File: config.mk
export PLATFORM = sky130hd
export DESIGN_NAME = camera_sequencer
export DESIGN_NICKNAME = d
export VERILOG_FILES = /design/src/rtl/camera_pkg.sv /design/src/rtl/exposure_reg.sv /design/src/rtl/camera_sequencer.sv
export SDC_FILE = /design/constraint.sdc
export NUM_CORES = 1
export LEC_CHECK = 0
export BUFFER_PORTS_ARGS = -buffer_cell sky130_fd_sc_hd__buf_4
export CAP_MARGIN = 20
export CORE_MARGIN = 4
export CORE_UTILIZATION = 55
export DETAILED_ROUTE_END_ITERATION = 10
export PLACE_DENSITY = 0.81
export SYNTH_ARGS = -nofsm -noshare
export SYNTH_HDL_FRONTEND = slang
export SYNTH_SLANG_ARGS = --single-unit
File: constraint.sdc
create_clock -name clk -period 5.9 [get_ports clk]
set_input_delay 0.59 -clock clk [delete_from_list [all_inputs] [get_ports clk]]
set_output_delay 0.59 -clock clk [all_outputs]
set_load 0.005 [all_outputs]
File: src/rtl/camera_pkg.sv
// Shared types and constants for the camera frame sequencer.
package camera_pkg;

    typedef enum logic [1:0] {
        IDLE   = 2'd0,
        EXPOSE = 2'd1,
        SETTLE = 2'd2,
        SAMPLE = 2'd3
    } state_e;

    localparam int unsigned ROWS_DEF        = 4;
    localparam int unsigned EXP_MIN_DEF     = 2;
    localparam int unsigned EXP_MAX_DEF     = 30;
    localparam int unsigned EXP_DEFAULT_DEF = 16;

    // Bits needed to index n distinct values, never less than one bit.
    function automatic int unsigned width_for(input int unsigned n);
        return (n <= 1) ? 1 : $clog2(n);
    endfunction

endpackage

File: src/rtl/exposure_reg.sv
// Saturating up/down exposure-time register, adjustable only while enabled.
module exposure_reg
    import camera_pkg::*;
#(
    parameter int unsigned MIN     = EXP_MIN_DEF,
    parameter int unsigned MAX     = EXP_MAX_DEF,
    parameter int unsigned DEFAULT = EXP_DEFAULT_DEF,
    parameter int unsigned W       = width_for(MAX + 1)
) (
    input  logic         clk,
    input  logic         reset,
    input  logic         en_i,
    input  logic         inc_i,
    input  logic         dec_i,
    output logic [W-1:0] value_o
);

    logic [W-1:0] value_q;
    logic [W-1:0] value_d;

    // One step per enabled cycle; simultaneous inc and dec cancel out.
    always_comb begin
        value_d = value_q;
        if (en_i && inc_i && !dec_i && (value_q < W'(MAX))) begin
            value_d = value_q + W'(1);
        end else if (en_i && dec_i && !inc_i && (value_q > W'(MIN))) begin
            value_d = value_q - W'(1);
        end
    end

    // Value register, returns to the power-on exposure on reset.
    always_ff @(posedge clk or posedge reset) begin
        if (reset) begin
            value_q <= W'(DEFAULT);
        end else begin
            value_q <= value_d;
        end
    end

    assign value_o = value_q;

endmodule

File: src/rtl/camera_sequencer.sv
// Frame controller: erase, timed exposure, then a settle/sample pair per row.
module camera_sequencer
    import camera_pkg::*;
#(
    parameter int unsigned ROWS        = ROWS_DEF,
    parameter int unsigned EXP_MIN     = EXP_MIN_DEF,
    parameter int unsigned EXP_MAX     = EXP_MAX_DEF,
    parameter int unsigned EXP_DEFAULT = EXP_DEFAULT_DEF
) (
    input  logic                        clk,
    input  logic                        reset,
    input  logic                        init,
    input  logic                        exp_inc,
    input  logic                        exp_dec,
    output logic                        erase,
    output logic                        expose,
    output logic                        row_sel,
    output logic                        adc,
    output logic [width_for(ROWS)-1:0]  row_addr,
    output logic                        busy
);

    localparam int unsigned RW = width_for(ROWS);
    localparam int unsigned EW = width_for(EXP_MAX + 1);

    state_e        state_q, state_d;
    logic [EW-1:0] cnt_q,   cnt_d;
    logic [RW-1:0] row_q,   row_d;
    logic [EW-1:0] exp_time;

    exposure_reg #(
        .MIN     (EXP_MIN),
        .MAX     (EXP_MAX),
        .DEFAULT (EXP_DEFAULT),
        .W       (EW)
    ) u_exposure_reg (
        .clk     (clk),
        .reset   (reset),
        .en_i    (state_q == IDLE),
        .inc_i   (exp_inc),
        .dec_i   (exp_dec),
        .value_o (exp_time)
    );

    // Next state, exposure countdown and row counter.
    always_comb begin
        state_d = state_q;
        cnt_d   = cnt_q;
        row_d   = row_q;
        case (state_q)
            IDLE: begin
                row_d = '0;
                if (init) begin
                    state_d = EXPOSE;
                    cnt_d   = exp_time;
                end
            end
            EXPOSE: begin
                if (cnt_q <= EW'(1)) begin
                    state_d = SETTLE;
                    cnt_d   = '0;
                end else begin
                    cnt_d = cnt_q - EW'(1);
                end
            end
            SETTLE: begin
                state_d = SAMPLE;
            end
            SAMPLE: begin
                // Row address only moves when leaving SAMPLE, so it is stable
                // across the whole settle/sample pair of each row.
                if (row_q == RW'(ROWS - 1)) begin
                    state_d = IDLE;
                    row_d   = '0;
                end else begin
                    state_d = SETTLE;
                    row_d   = row_q + RW'(1);
                end
            end
            default: begin
                state_d = IDLE;
                cnt_d   = '0;
                row_d   = '0;
            end
        endcase
    end

    // State, countdown and row registers.
    always_ff @(posedge clk or posedge reset) begin
        if (reset) begin
            state_q <= IDLE;
            cnt_q   <= '0;
            row_q   <= '0;
        end else begin
            state_q <= state_d;
            cnt_q   <= cnt_d;
            row_q   <= row_d;
        end
    end

    // Moore output decode from the registered state only.
    always_comb begin
        erase   = 1'b0;
        expose  = 1'b0;
        row_sel = 1'b0;
        adc     = 1'b0;
        busy    = 1'b1;
        case (state_q)
            IDLE: begin
                erase = 1'b1;
                busy  = 1'b0;
            end
            EXPOSE: expose = 1'b1;
            SETTLE: row_sel = 1'b1;
            SAMPLE: begin
                row_sel = 1'b1;
                adc     = 1'b1;
            end
            default: begin
                erase = 1'b1;
                busy  = 1'b0;
            end
        endcase
    end

    assign row_addr = row_q;

endmodule

==> results by group <==
Placed design
  • Final GP Congestion: 0.787
  • Pre-CTS setup slack: 3450 ps
  • Final HPWL DP: ~1.5 mm
  • I/O Buffers: 11

Cells and area
  • Fill cell count: 134
  • Antenna diodes: 0
  • NumNets Final: 134
  • Area Growth Syn to Fin: 13.8%
  • Layout cells sized above 1: 14.7%

Worst setup path
  • Crit-path most repeated cell: ha_1
  • CP delay by family, top: adder cells
  • Crit. End Element: flop
  • Crit path kind: reg2reg
  • Reg-to-reg slack, setup: 3750 ps
  • Slowest CP cell: dfrtp_1
  • Crit path DAT: approximately 2300 ps
  • Largest fanout on the critical path: 5
  • Worst flop-to-flop path startpoint: state_q[1]$_DFFE_PP0P_
  • Bufs and invs on worst path: 1
  • Required time worst endpoint: between 6000 and 7000 ps
  • Critical path's largest stage delay: 430 ps
  • Startpoint type of the worst setup path: flop
  • Critical-path cell list: inv_1 > ha_1 > nand2_1 > ha_1 > a21o_1 > a21oi_1 > xnor2_1 > mux2_1
  • FF-to-FF End: u_exposure_reg.value_o[3]$_DFFE_PP0P_
  • R2R cell count: 8

Global route
  • Number of global-route vias before repair: 760
  • First-pass GRT wire length: 3.25 mm
  • GRT Total Usage: about 17%
  • Initial antenna violation count: 0
  • Pin count of the biggest net entering global routing: 15
  • Gr ovfl total: 0

Drt
  • DRC: 0
  • DRT Wirelength: roughly 1.9 mm
  • Post-Route M1 WL: 943 µm
  • Drt first pass iters: 4
  • Metal3 WL: 43 µm
  • WL per Instance: 13.3 µm
  • Met2 wire len: 850 µm
  • Via density: 5.56
  • ANT nets after route: 0
  • Starting DRT DRC Count: 9
  • Via count: 779
  • Top layer in use: met4

Yosys
  • Synth Area in Compound Gates: 18.9%
  • Mapped cell area: 971 µm²
  • Post-synthesis async set-or-reset flop share: 100%
  • Syn Area/Cell: roughly 9.5 µm²
  • Yosys warning count: 0
  • Synth Register Bits: 14
  • Largest family of logic cells by synthesized area: compound AO/OA/AOI/OAI gates
  • Net Count, Synth: around 120
  • Simple-gate share of the synthesized area: 16.4%
  • XOR/XNOR Fraction of Synth Area: 2.71%
  • Dominant synthesized flop cell: dfrtp_1
  • Fraction of synthesized area in multiplexers: 5.54%
  • Area share of fa/ha/maj cells after synthesis: between 10% and 20%
  • Cells after synthesis: just over 100
  • Register area share after synthesis: a little over a third
  • Yosys cell types: 38
  • Number of enable flip-flop cells after synthesis: 0

Clock network
  • CTS hold repair buffers: 0
  • Longest Clk Path Bufs: 2
  • H-tree depth: 1
  • Post-CTS setup-driven buffer insertion count: 0
  • Clock Latency Late Sink: between 200 and 300 ps
  • Clk sinks: 14
  • Num CTS Buffers: 3
  • CTS root buf: clkbuf_4
  • Post_cts resized: 0
  • Clock slew seen by the registers of the worst setup and hold paths: 90 ps
  • CTS tree: yes

Timing
  • Fin. Hold Viols: 0
  • Slew Limit Fails: 0
  • Max Freq: roughly 0.47 GHz
  • Final worst slack: ~3800 ps
  • RSZ-0062 raised after global routing: no
  • Worst-Margin Slew: 711 ps
  • Slew Limit Headroom: between 50% and 60%
  • Min Tclk post-route: 2150 ps
  • Final period utilization: 36.4%
  • Finish-stage setup viols: 0
  • Fin Clk Skew: 5.16 ps
  • Setup_tns: 0 ps

Power and ir drop
  • Reg power frac: 32.9%
  • Combinational Power Share: roughly three fifths
  • Sw Share: 44.4%
  • Internal power: 0.343 mW
  • Peak VDD IR: a little over 300 µV
  • Pleak: 0.514 nW
  • PD cells: 559 nW/µm²
  • Clock share of power: ~9.0%
  • Switch Pwr: 0.275 mW

Floorplan
  • IO Pins: 12
  • Core Area: 1590 µm²
  • Starting Density: 60.9%
  • # rows: 14
  • DIE HEIGHT: 50.0 µm
  • Die Wd: 50.0 µm
  • DIE AREA: approximately 2500 µm²

Flow run
  • Maxcap violations: 0

Status
  • Status: complete, no violations

Worst hold path
  • Hold crit path type: in2async
-- area by class of cell --
| type | instances | area (µm²) | share of cell area, % |
|---|---|---|---|
| multi-input cells | 78 | 581 | 52.5 |
| flip-flops and latches | 14 | 352 | 31.8 |
| repair buffers | 11 | 82.6 | 7.47 |
| inverters | 9 | 33.8 | 3.06 |
| well taps | 24 | 30.0 | 2.72 |
| clock buffers | 4 | 26.3 | 2.38 |
-- cell usage in the layout (no fill, tap or decap), types with 2 or more instances in the layout --
| cell | netlist | routed |
|---|---|---|
| mux2_1 | 3 | 3 |
| a41oi_1 | 2 | 2 |
| a22oi_1 | 2 | 2 |
| nor2b_1 | 2 | 2 |
| inv_1 | 8 | 8 |
| nand2_1 | 5 | 5 |
| ha_1 | 11 | 11 |
| mux2i_1 | 2 | 2 |
| nor3_1 | 4 | 4 |
| nand3_1 | 2 | 2 |
| buf_4 | 0 | 11 |
| a21o_1 | 2 | 2 |
| xnor2_1 | 2 | 2 |
| a21oi_1 | 8 | 8 |
| dfrtp_1 | 13 | 13 |
| clkbuf_4 | 0 | 3 |
| nand4_1 | 2 | 2 |
| o21ai_0 | 4 | 4 |
| nand2b_1 | 2 | 2 |
| o21ai_1 | 2 | 2 |
| nor2_1 | 7 | 7 |
-- metal layers --
layer / global-route usage (%) / vias to the layer above
met5: 0 / -
met4: 6.91 / 0
met3: 2.71 / 2
met2: 24.6 / 15
met1: 23.4 / 359
li1: - / 403
-- cell families (layout without fill, tap and decap cells) --
| logic type | after synthesis | in the layout |
|---|---|---|
| AOI/OAI and AO/OA | 28 | 28 |
| buffers and inverters | 10 | 24 |
| xor gates and xnor gates | 3 | 3 |
| DFF | 14 | 14 |
| adders and majority gates | 12 | 12 |
| muxes | 5 | 5 |
| and+or+nand+nor | 30 | 30 |
-- sequential cells by signal, summed over array words and instances, names as in the netlist --
name,cells
row_addr,2
state_q,2
cnt_q,5
u_exposure_reg.value_o,5
-- synthesized netlist by cell type (3+ instances only) --
cell / instances / area share (%)
mux2_1: 3 / 3.5
a21oi_1: 8 / 4.1
dfrtp_1: 13 / 34
nor3_1: 4 / 2.1
nand2_1: 5 / 1.9
inv_1: 8 / 3.1
o21ai_0: 4 / 2.1
ha_1: 11 / 14
nor2_1: 7 / 2.7
-- worst max-delay path by stage --
stage | start | end | slack, ps | cells past startpoint
floorplan | exp_dec | u_exposure_reg.value_o[3]$_DFFE_PP0P_ | 3740 | 8
global placement | exp_dec | u_exposure_reg.value_o[3]$_DFFE_PP0P_ | 3570 | 9
detailed placement | exp_dec | u_exposure_reg.value_o[3]$_DFFE_PP0P_ | 3450 | 9
CTS | state_q[0]$_DFFE_PP0P_ | u_exposure_reg.value_o[3]$_DFFE_PP0P_ | 3750 | 8
global route | state_q[1]$_DFFE_PP0P_ | u_exposure_reg.value_o[3]$_DFFE_PP0P_ | 3580 | 8
finish | state_q[1]$_DFFE_PP0P_ | u_exposure_reg.value_o[3]$_DFFE_PP0P_ | 3750 | 8
-- through the flow --
stage               hold slack (ps)  power, mW  cells  area [µm²]  utilization (%)
floorplan                       479      0.457    102         971                -
global placement                504      0.548    136        1080             67.7
detailed placement              513      0.562    136        1080             67.7
CTS                             389      0.620    140        1100             69.3
global route                    403      0.681    140        1100             69.3
finish                          368      0.618    140        1100             69.3
-- power by group through the flow --
stage                     Sequential [mW]  Clock, mW  Combinational (mW)
after floorplan                     0.190          0               0.267
after global placement              0.203          0               0.345
after detailed placement            0.205          0               0.357
after CTS                           0.203     0.0578               0.359
after global routing                0.212     0.0635               0.405
final                               0.203     0.0554               0.359
(Power assumes the default switching activity.)
